$ cat config.mk
export PLATFORM = sky130hd
export DESIGN_NAME = squash_redirect_ctrl_flat
export DESIGN_NICKNAME = d
export VERILOG_FILES = /design/src/rtl/squash_redirect_ctrl_pkg.sv /design/src/rtl/squash_redirect_ctrl_if.sv /design/src/rtl/squash_redirect_ctrl_age.sv /design/src/rtl/squash_redirect_ctrl.sv /design/src/flat_wrapper.sv
export SDC_FILE = /design/constraint.sdc
export NUM_CORES = 1
export LEC_CHECK = 0
export BUFFER_PORTS_ARGS = -buffer_cell sky130_fd_sc_hd__buf_4
export CORE_AREA = 2 2 79 81
export CTS_BUF_LIST = sky130_fd_sc_hd__clkbuf_8
export DETAILED_ROUTE_END_ITERATION = 12
export DIE_AREA = 0 0 81 83
export GPL_TIMING_DRIVEN = 0
export PLACE_DENSITY_LB_ADDON = 0.2
export REMOVE_ABC_BUFFERS = 1
export SLEW_MARGIN = 0
export SYNTH_ARGS = -nofsm -noshare
export SYNTH_HDL_FRONTEND = slang
export SYNTH_HIERARCHICAL = 1
export SYNTH_SLANG_ARGS = --single-unit
$ cat constraint.sdc
create_clock -name clk -period 7.08 [get_ports clk]
set_clock_uncertainty 0.2 [all_clocks]
set_input_delay 0.708 -clock clk [delete_from_list [all_inputs] [get_ports clk]]
set_output_delay 0.708 -clock clk [all_outputs]
set_load 0.03 [all_outputs]
$ cat src/rtl/squash_redirect_ctrl_pkg.sv
// Shared types for the squash-to-fetch redirect sequencer.
// Holds the FSM state enum, widths and a saturating counter helper.
package squash_redirect_ctrl_pkg;

  typedef enum logic [1:0] {
    IDLE,
    PEND,
    SETTLE
  } state_t;

  localparam int unsigned TARGET_W = 32;
  localparam int unsigned CNT_W    = 4;
  localparam int unsigned PERF_W   = 32;

  function automatic logic [PERF_W-1:0] sat_inc(
    input logic [PERF_W-1:0] v
  );
    return (&v) ? v : v + 1'b1;
  endfunction

endpackage

$ cat src/rtl/squash_redirect_ctrl_if.sv
// Notification interfaces feeding the redirect sequencer.
// squash: val/seq_num/target (no backpressure); commit: full commit record.
interface squash_notif_if #(
  parameter int unsigned p_seq_num_bits = 5
);
  logic                      val;
  logic [p_seq_num_bits-1:0] seq_num;
  logic [31:0]               target;

  modport pub (output val, seq_num, target);
  modport sub (input  val, seq_num, target);
endinterface

interface commit_notif_if #(
  parameter int unsigned p_seq_num_bits = 5
);
  logic                      val;
  logic [31:0]               pc;
  logic [p_seq_num_bits-1:0] seq_num;
  logic [4:0]                waddr;
  logic [31:0]               wdata;
  logic                      wen;

  modport pub (output val, pc, seq_num, waddr, wdata, wen);
  modport sub (input  val, pc, seq_num, waddr, wdata, wen);
endinterface

$ cat src/rtl/squash_redirect_ctrl_age.sv
// Tracks the last committed seq_num and answers is_older(a, b).
// Ports: clk, rst, commit_val/commit_seq in; a, b in; older out.
module squash_redirect_ctrl_age #(
  parameter int unsigned p_seq_num_bits = 5
) (
  input  logic                      clk,
  input  logic                      rst,
  input  logic                      commit_val,
  input  logic [p_seq_num_bits-1:0] commit_seq,
  input  logic [p_seq_num_bits-1:0] a,
  input  logic [p_seq_num_bits-1:0] b,
  output logic                      older
);

  localparam logic [p_seq_num_bits-1:0] ONE =
    {{(p_seq_num_bits-1){1'b0}}, 1'b1};

  logic [p_seq_num_bits-1:0] last_commit;
  logic [p_seq_num_bits-1:0] age_a;
  logic [p_seq_num_bits-1:0] age_b;

  // Distance from the oldest in-flight slot; wraps naturally.
  assign age_a = a - last_commit - ONE;
  assign age_b = b - last_commit - ONE;
  assign older = age_a < age_b;

  always_ff @(posedge clk or posedge rst) begin
    if (rst) begin
      last_commit <= '1;
    end else if (commit_val) begin
      last_commit <= commit_seq;
    end
  end

endmodule

$ cat src/rtl/squash_redirect_ctrl.sv
// Keeps the oldest outstanding squash and delivers it to fetch as a redirect.
// Ports: squash/commit notif (sub), redirect val/rdy/target/seq_num.
// Optional perf counters when SQUASH_REDIRECT_CTRL_PERF_EN is defined.
module squash_redirect_ctrl
  import squash_redirect_ctrl_pkg::*;
#(
  parameter int unsigned p_seq_num_bits  = 5,
  parameter int unsigned p_settle_cycles = 2
) (
  input  logic                      clk,
  input  logic                      rst,
  squash_notif_if.sub               squash,
  commit_notif_if.sub               commit,
  output logic                      redirect_val,
  input  logic                      redirect_rdy,
  output logic [TARGET_W-1:0]       redirect_target,
  output logic [p_seq_num_bits-1:0] redirect_seq_num
`ifdef SQUASH_REDIRECT_CTRL_PERF_EN
  ,
  output logic [PERF_W-1:0]         perf_accepted,
  output logic [PERF_W-1:0]         perf_replaced,
  output logic [PERF_W-1:0]         perf_dropped
`endif
);

  typedef struct packed {
    logic [p_seq_num_bits-1:0] seq_num;
    logic [TARGET_W-1:0]       target;
  } t_pending;

  localparam logic [CNT_W-1:0] SETTLE_LOAD =
    CNT_W'(p_settle_cycles - 1);

  state_t                    state;
  t_pending                  pend;
  t_pending                  in;
  logic [p_seq_num_bits-1:0] issued_seq;
  logic [CNT_W-1:0]          cnt;
  logic [p_seq_num_bits-1:0] cmp_b;
  logic                      older;
  logic                      in_older;

  assign in.seq_num = squash.seq_num;
  assign in.target  = squash.target;

  // One comparator: SETTLE checks against the delivered redirect,
  // PEND against the one still waiting.
  assign cmp_b    = (state == SETTLE) ? issued_seq : pend.seq_num;
  assign in_older = squash.val & older;

  squash_redirect_ctrl_age #(
    .p_seq_num_bits(p_seq_num_bits)
  ) u_age (
    .clk        (clk),
    .rst        (rst),
    .commit_val (commit.val),
    .commit_seq (commit.seq_num),
    .a          (squash.seq_num),
    .b          (cmp_b),
    .older      (older)
  );

  assign redirect_target  = pend.target;
  assign redirect_seq_num = pend.seq_num;

  always_ff @(posedge clk or posedge rst) begin
    if (rst) begin
      state        <= IDLE;
      pend         <= '0;
      issued_seq   <= '0;
      cnt          <= '0;
      redirect_val <= 1'b0;
    end else begin
      unique case (state)
        IDLE: begin
          if (squash.val) begin
            pend         <= in;
            state        <= PEND;
            redirect_val <= 1'b1;
          end
        end
        PEND: begin
          if (in_older) begin
            pend <= in;
          end
          if (redirect_rdy) begin
            issued_seq <= pend.seq_num;
            cnt        <= SETTLE_LOAD;
            // An older squash arriving with the handshake keeps us pending.
            if (!in_older) begin
              state        <= SETTLE;
              redirect_val <= 1'b0;
            end
          end
        end
        SETTLE: begin
          if (in_older) begin
            pend         <= in;
            state        <= PEND;
            redirect_val <= 1'b1;
          end else if (cnt == '0) begin
            state <= IDLE;
          end else begin
            cnt <= cnt - 1'b1;
          end
        end
        default: begin
          state        <= IDLE;
          redirect_val <= 1'b0;
        end
      endcase
    end
  end

`ifdef SQUASH_REDIRECT_CTRL_PERF_EN
  logic ev_acc;
  logic ev_rep;
  logic ev_drop;

  assign ev_acc  = squash.val &
                   ((state == IDLE) | ((state == SETTLE) & older));
  assign ev_rep  = (state == PEND) & in_older;
  assign ev_drop = squash.val & ~older &
                   ((state == PEND) | (state == SETTLE));

  always_ff @(posedge clk or posedge rst) begin
    if (rst) begin
      perf_accepted <= '0;
      perf_replaced <= '0;
      perf_dropped  <= '0;
    end else begin
      if (ev_acc)  perf_accepted <= sat_inc(perf_accepted);
      if (ev_rep)  perf_replaced <= sat_inc(perf_replaced);
      if (ev_drop) perf_dropped  <= sat_inc(perf_dropped);
    end
  end
`endif

  function automatic string trace(input int level);
    string st;
    string hs;
    unique case (state)
      IDLE:    st = "I";
      PEND:    st = "P";
      SETTLE:  st = "S";
      default: st = "?";
    endcase
    hs = (redirect_val && redirect_rdy) ? "*" : " ";
    if (level > 0) begin
      return $sformatf("%s:%0d%s c%0d", st, pend.seq_num, hs, cnt);
    end
    return $sformatf("%s:%0d%s", st, pend.seq_num, hs);
  endfunction

endmodule

$ cat src/flat_wrapper.sv
// flat-port wrapper written by rule: the top's interface ports become plain ports
module squash_redirect_ctrl_flat import squash_redirect_ctrl_pkg::*;
#(
  parameter int unsigned p_seq_num_bits  = 5,
  parameter int unsigned p_settle_cycles = 2
)
  (clk, rst, redirect_val, redirect_rdy, redirect_target, redirect_seq_num, squash_val, squash_seq_num, squash_target, commit_val, commit_pc, commit_seq_num, commit_waddr, commit_wdata, commit_wen);
  squash_notif_if #(.p_seq_num_bits(p_seq_num_bits)) squash_i ();
  commit_notif_if #(.p_seq_num_bits(p_seq_num_bits)) commit_i ();
  input  logic clk;
  input  logic rst;
  output logic redirect_val;
  input  logic redirect_rdy;
  output logic [TARGET_W-1:0] redirect_target;
  output logic [p_seq_num_bits-1:0] redirect_seq_num;
  input wire logic [$bits(squash_i.val)-1:0] squash_val;
  input wire logic [$bits(squash_i.seq_num)-1:0] squash_seq_num;
  input wire logic [$bits(squash_i.target)-1:0] squash_target;
  input wire logic [$bits(commit_i.val)-1:0] commit_val;
  input wire logic [$bits(commit_i.pc)-1:0] commit_pc;
  input wire logic [$bits(commit_i.seq_num)-1:0] commit_seq_num;
  input wire logic [$bits(commit_i.waddr)-1:0] commit_waddr;
  input wire logic [$bits(commit_i.wdata)-1:0] commit_wdata;
  input wire logic [$bits(commit_i.wen)-1:0] commit_wen;
  assign squash_i.val = squash_val;
  assign squash_i.seq_num = squash_seq_num;
  assign squash_i.target = squash_target;
  assign commit_i.val = commit_val;
  assign commit_i.pc = commit_pc;
  assign commit_i.seq_num = commit_seq_num;
  assign commit_i.waddr = commit_waddr;
  assign commit_i.wdata = commit_wdata;
  assign commit_i.wen = commit_wen;
  squash_redirect_ctrl #(.p_seq_num_bits(p_seq_num_bits), .p_settle_cycles(p_settle_cycles)) u_core (.clk(clk), .rst(rst), .squash(squash_i), .commit(commit_i), .redirect_val(redirect_val), .redirect_rdy(redirect_rdy), .redirect_target(redirect_target), .redirect_seq_num(redirect_seq_num));
endmodule
## Word-level counts from Yosys, hierarchy flattened

Index checks and enable logic that the tools add are counted.

| word-level totals | value |
|---|---|
| register bits after elaboration | 54 |
| input port bits | 117 |
| output and inout port bits | 38 |
| word-level logic and storage cells | 53 |

| cells by class | value |
|---|---|
| add/subtract/negate cells | 5 |
| order comparisons | 1 |
| equal/unequal tests | 10 |
| mux-type cells | 19 |
| bitwise gates (word level) | 1 |
| reduce and logical (&&, ||, !) cells | 10 |

Operator list:

| operator | number |
|---|---|
| 2-to-1 mux 37 bit | 2 |
| one-hot mux 37 bit (2 select lines) | 1 |
| 2-to-1 mux 4 bit | 3 |
| AND reduction 4 bit | 3 |
| 2-to-1 mux 2 bit | 5 |
| inequality test 2 bit (second input constant) | 5 |
| subtractor 5 x 1 -> 5 bit (second input constant) | 2 |
| subtractor 5 bit | 2 |
| one-hot mux 4 bit (2 select lines) | 1 |
| one-hot mux 2 bit (3 select lines) | 1 |
| < comparator 5 bit | 1 |
| 2-to-1 mux 5 bit | 1 |
| logical NOT 4 bit | 1 |
| 2-to-1 mux 1 bit | 4 |
| inequality test 2 x 1 -> 1 bit (second input constant) | 2 |
| nonzero test 2 bit | 2 |
| subtractor 4 x 1 -> 4 bit (second input constant) | 1 |
| inequality test 3 x 2 -> 1 bit (second input constant) | 1 |
| one-hot mux 1 bit (3 select lines) | 1 |
| AND reduction 3 bit | 1 |
| equality test 2 x 1 -> 1 bit (second input constant) | 1 |
| equality test 2 bit (second input constant) | 1 |
| logical NOT 2 bit | 1 |
| AND reduction 2 bit | 1 |
| other kinds (2) | 2 |

## Longest topological paths before layout

| logic depth | value |
|---|---|
| depth in word-level cells | 9 |
| depth in mapped cells | 18 |
| gate-level depth less buffers | 16 |

## Modules after synthesis

The synthesis kept the hierarchy.

Modules (own cells, without submodules):

| module | times used | cells an instance | area each (µm²) | sequential area each (µm²) |
|---|---|---|---|---|
| squash_redirect_ctrl | 1 | 149 | 2,180.8 | 1,226.2 |
| squash_redirect_ctrl_age | 1 | 66 | 590.6 | 131.4 |

## Worst setup path after synthesis

No wires, ideal clock.

| timing | value |
|---|---|
| path kind | register -> register |
| from | register u_core.state[0] |
| to | register u_core.state[1] |
| setup time | 0.125 ns |
| data arrival time | 3.914 ns |
| data required time | 6.755 ns |
| path slack | 2.841 ns |
| stages on the path, launching flop included | 16 |
| buffers on the path | 1 |
| clock period less this slack | 4.239 ns |
| cells stage by stage | dfrtp_1 inv_1 ha_1 clkbuf_1 mux2_2 ha_1 a21o_1 a21oi_2 xor2_1 ha_1 a21oi_2 nand2_1 a211oi_1 a21boi_1 a2111oi_4 mux2_4 |

| between the ends | value |
|---|---|
| word-level cells in the longest chain between the ends | 8 |
| elaborated cells between the ends (all ways) | 15 |
| classes of those cells | 2 x add/sub; 1 x order compare; 6 x eq/ne; 3 x mux; 1 x bitwise; 2 x reduce/logical |

RTL lines:

| element | RTL line | RTL |
|---|---|---|
| from (decl) | squash_redirect_ctrl.sv:34 | `state_t state;` |
| from (signal assigned) | squash_redirect_ctrl.sv:68 | `state <= IDLE;` |
| from (signal assigned) | squash_redirect_ctrl.sv:78 | `state <= PEND;` |
| from (signal assigned) | squash_redirect_ctrl.sv:91 | `state <= SETTLE;` |
| equality test 2 bit * | squash_redirect_ctrl.sv:48 | `assign cmp_b = (state == SETTLE) ? issued_seq : pend.seq_num;` |
| 2-to-1 mux 5 bit * | squash_redirect_ctrl.sv:48 |  |
| net u_core.cmp_b[1] | squash_redirect_ctrl.sv:39 | `logic [p_seq_num_bits-1:0] cmp_b;` |
| subtractor 5 bit * | squash_redirect_ctrl_age.sv:24 | `assign age_b = b - last_commit - ONE;` |
| subtractor 5 x 1 -> 5 bit * | squash_redirect_ctrl_age.sv:24 |  |
| < comparator 5 bit * | squash_redirect_ctrl_age.sv:25 | `assign older = age_a < age_b;` |
| net u_core.older | squash_redirect_ctrl.sv:40 | `logic older;` |
| bitwise AND 1 bit * | squash_redirect_ctrl.sv:49 | `assign in_older = squash.val & older;` |
| inequality test 3 x 2 -> 1 bit (no line) (tied with other cells) | - |  |
| AND reduction 4 bit (no line) / one-hot mux 2 bit (3 select lines) (equally long branches) | - |  |

Mark *: on every way through the listed nets, which the timed path passes. The rest lies on a longest branch.
A chain may end at the register's enable or synchronous reset.

## Worst setup path in the final report

| timing | value |
|---|---|
| from | register u_core.state[0] |
| to | register u_core.pend, in the netlist u_core/redirect_target[18] |

| between the ends | value |
|---|---|
| word-level cells in the longest chain between the ends | 8 |
| elaborated cells between the ends (all ways) | 14 |
| classes of those cells | 2 x add/sub; 1 x order compare; 4 x eq/ne; 2 x mux; 1 x bitwise; 4 x reduce/logical |

RTL lines:

| element | RTL line | RTL |
|---|---|---|
| equality test 2 bit | squash_redirect_ctrl.sv:48 |  |
| 2-to-1 mux 5 bit | squash_redirect_ctrl.sv:48 |  |
| net u_core.cmp_b[0] | squash_redirect_ctrl.sv:39 |  |
| subtractor 5 bit | squash_redirect_ctrl_age.sv:24 |  |
| subtractor 5 x 1 -> 5 bit | squash_redirect_ctrl_age.sv:24 |  |
| < comparator 5 bit | squash_redirect_ctrl_age.sv:25 |  |
| net u_core.older | squash_redirect_ctrl.sv:40 |  |
| bitwise AND 1 bit | squash_redirect_ctrl.sv:49 |  |
| inequality test 2 x 1 -> 1 bit (no line) | - |  |
| AND reduction 3 bit (no line) | - |  |
| to (signal assigned) | squash_redirect_ctrl.sv:77 | `pend <= in;` |
| to (signal assigned) | squash_redirect_ctrl.sv:84 | `pend <= in;` |
| to (signal assigned) | squash_redirect_ctrl.sv:98 | `pend <= in;` |
| to (decl) | squash_redirect_ctrl.sv:35 | `t_pending pend;` |

The timed path passes the listed nets, and every way through them passes these cells.

==> flow_summary.toml <==
[critical_path]
cp_slowest_cell = "a211oi_1"
worstSetupPathType = "reg2reg"
rr_startpoint = "u_core/state[0]"
crit_chain = "inv_1 -> ha_1 -> mux2_2 -> ha_1 -> inv_1 -> fa_1 -> nand2b_1 -> a21oi_1 -> xnor2_1 -> ha_1 -> nand4_1 -> a21oi_1 -> a211oi_1 -> mux2_2 -> nand2_2 -> mux2_1"
cp-startpoint = "u_core/state[0]"
worst_setup_path_end_kind = "register"
worstSetupEndpoint = "u_core/redirect_target[18]"
worstPathRequired_ns = 7.06
r2r_setup_slack_ns = 1.95
arrival_ns = 5.11
r2r_end = "u_core/redirect_target[18]"
cp-start-kind = "register"
slowest_delay_ns = 0.60
cp_max_fo = 37
cp_common_cell = "ha_1"
r2r_cells = 16

[global_routing]
grt_pass1_wl_mm = 9.10
grt_antenna_before_repair = 0
grt_start_max_net_pins = 39
overflow = 0
grt_pass1_vias = 1925
grt.total_usage = 0.173

[pwr]
p_per_area_nw_per_um2 = 532
peakVddDrop_uv = 285
p_leak_nw = 1.75
power_mw = 1.92

[sta]
relSlewSlack = 0.368
slew_violations = 0
rsz0062_at_grt = "false"
fmax_ghz = 0.195
tns_ns = 0
hold_ws_ns = 0.162
finalCriticalPeriod_ns = 5.13
min_period_over_period = 0.724
tightest_slew_ns = 0.944
setup_viol_count_final = 0
final_hold_viol_count = 0

[clocking]
cts.sinks = 54
clock_path_buffers = 2
cts_resized = 0
path_clk_slew_ns = 0.09
cts_hold_buf = 0
cts_root_buffer = "clkbuf_8"
postCtsSetupBuffers = 0
cts_tree = "built"
clk_latency_ns = 0.30
numCtsBuffers = 5
htree_levels = 2

[min_path]
hold_class = "in2async"

[finish]
final_common_cell = "buf_4"
antenna_cells = 0
drive_above_1_share = 0.393
syn2layout_area_growth_pct = 30.4
finalNetCount = 441
final_area_um2 = 3610
final_cell_mix = "84 x buf_4, 49 x dfrtp_1, 38 x mux2_1, 20 x ha_1, 17 x inv_1"
fin_util = 0.621

[synthesis]
synthCells = 215
ys_seq_area_frac = 0.490
synth_top_family_by_area = "multiplexers"
synthAdderAreaFrac = 0.105
synth_edf_count = 0
synth_compound_area_frac = 0.0709
synth_flop_cell = "dfrtp_1"
synth_xor_area_frac = 0.0253
syn-cell-area_um2 = 2770
ys_ff_latch = 54
synth-warning-count = 6
yosysUniqueCellTypes = 38
avgSynthCellArea_um2 = 12.9
yosys.area_share.simple = 0.0533
synth_mux_area_frac = 0.223
async_reset_ff_frac = 1.00

[drt]
antenna_left = 0
routedWlPerCell_um = 14.2
vias = 1871
drc = 0
routed_via_density = 4.95
wl_mm = 5.36
drtIter0Drc = 89
firstDrtPassIters = 4

[floorplan]
io_pins = 155
initial_core_util = 0.477
die_x_um = 81
die_y_um = 83
dieArea_um2 = 6720
coreArea_um2 = 5820
rows = 28

[place]
dp_hpwl_mm = 4.18
port_buffers = 84
routabilityCongestion = 0.789
place_area_um2 = 3490

[run]
maxCapViolCount = 0

[outcome]
outcome = "finished clean"
-- power breakdown --
part	internal, mW	switching [mW]
Clock	0.116	0.100
Combinational	0.522	0.634
Sequential	0.462	0.0863
Total	1.10	0.821
-- cell families after synthesis --
logic type / count (synthesis)
buffers and inverters: 23
DFF: 54
muxes: 55
xor gates and xnor gates: 8
and+or+nand+nor: 30
AOI/OAI and AO/OA: 23
adders and majority gates: 22
-- through the flow --
stage	cells	worst slack, ns
6_report	378	1.95
5_1_grt	378	1.56
4_1_cts	378	1.93
3_5_place_dp	370	1.96
3_3_place_gp	369	2.03
2_1_floorplan	210	2.81
-- flip-flops by register name (all words and copies together), names as in the netlist --
register,flops
u_core/redirect_val,1
u_core/u_age/last_commit,5
u_core/state,2
u_core/redirect_target,32
u_core/redirect_seq_num,5
u_core/issued_seq,5
u_core/cnt,4
-- cells in the mapped netlist, drive strengths merged, types with 4 or more instances --
cell / instances / share of area
xnor2: 5 / 0.016
mux2i: 4 / 0.014
dfrtp: 49 / 0.44
nor2: 8 / 0.011
mux2: 51 / 0.21
o21ai: 4 / 0.0072
a21oi: 6 / 0.015
ha: 20 / 0.090
inv: 18 / 0.024
dfstp: 5 / 0.047
buf: 4 / 0.0072
nand2: 10 / 0.014
-- critical path: cells and delay by family (launching register included) --
kind            cells  cell delay (ns)
mux                 3             1.09
buf+inv             2             0.19
simple gates        3             0.80
flops               1             0.43
xor+xnor            1             0.14
compound gates      3             0.80
fa+ha+maj           4             1.34
-- metal layers --
layer / up-vias / share of wire / track usage
li1: 910 / - / -
met1: 903 / 0.44 / 0.233
met2: 54 / 0.49 / 0.276
met3: 4 / 0.066 / 0.0500
met4: 0 / 0.0060 / 0.0370
met5: - / 0 / 0
-- final cells by class --
class	count	area (um^2)
fill	511	2200
sequential	54	1360
multi-input combinational	138	1320
timing repair buffer	85	651
tap	75	93.8
clock buffer	6	82.6
inverter	18	67.6
clock inverter	2	38.8
-- worst min path at each step --
stage                                     startpoint                         end  slack (ns)  depth (start not counted)
after floorplan                 u_core/issued_seq[0]        u_core/issued_seq[0]        0.27                          1
after global placement    u_core/redirect_target[27]  u_core/redirect_target[27]        0.27                          1
after detailed placement  u_core/redirect_target[17]  u_core/redirect_target[17]        0.28                          1
after CTS                                        rst        u_core/issued_seq[1]        0.15                          2
after global routing                             rst        u_core/issued_seq[1]        0.17                          2
final                                            rst        u_core/issued_seq[1]        0.16                          2
(Power assumes the default switching activity.)
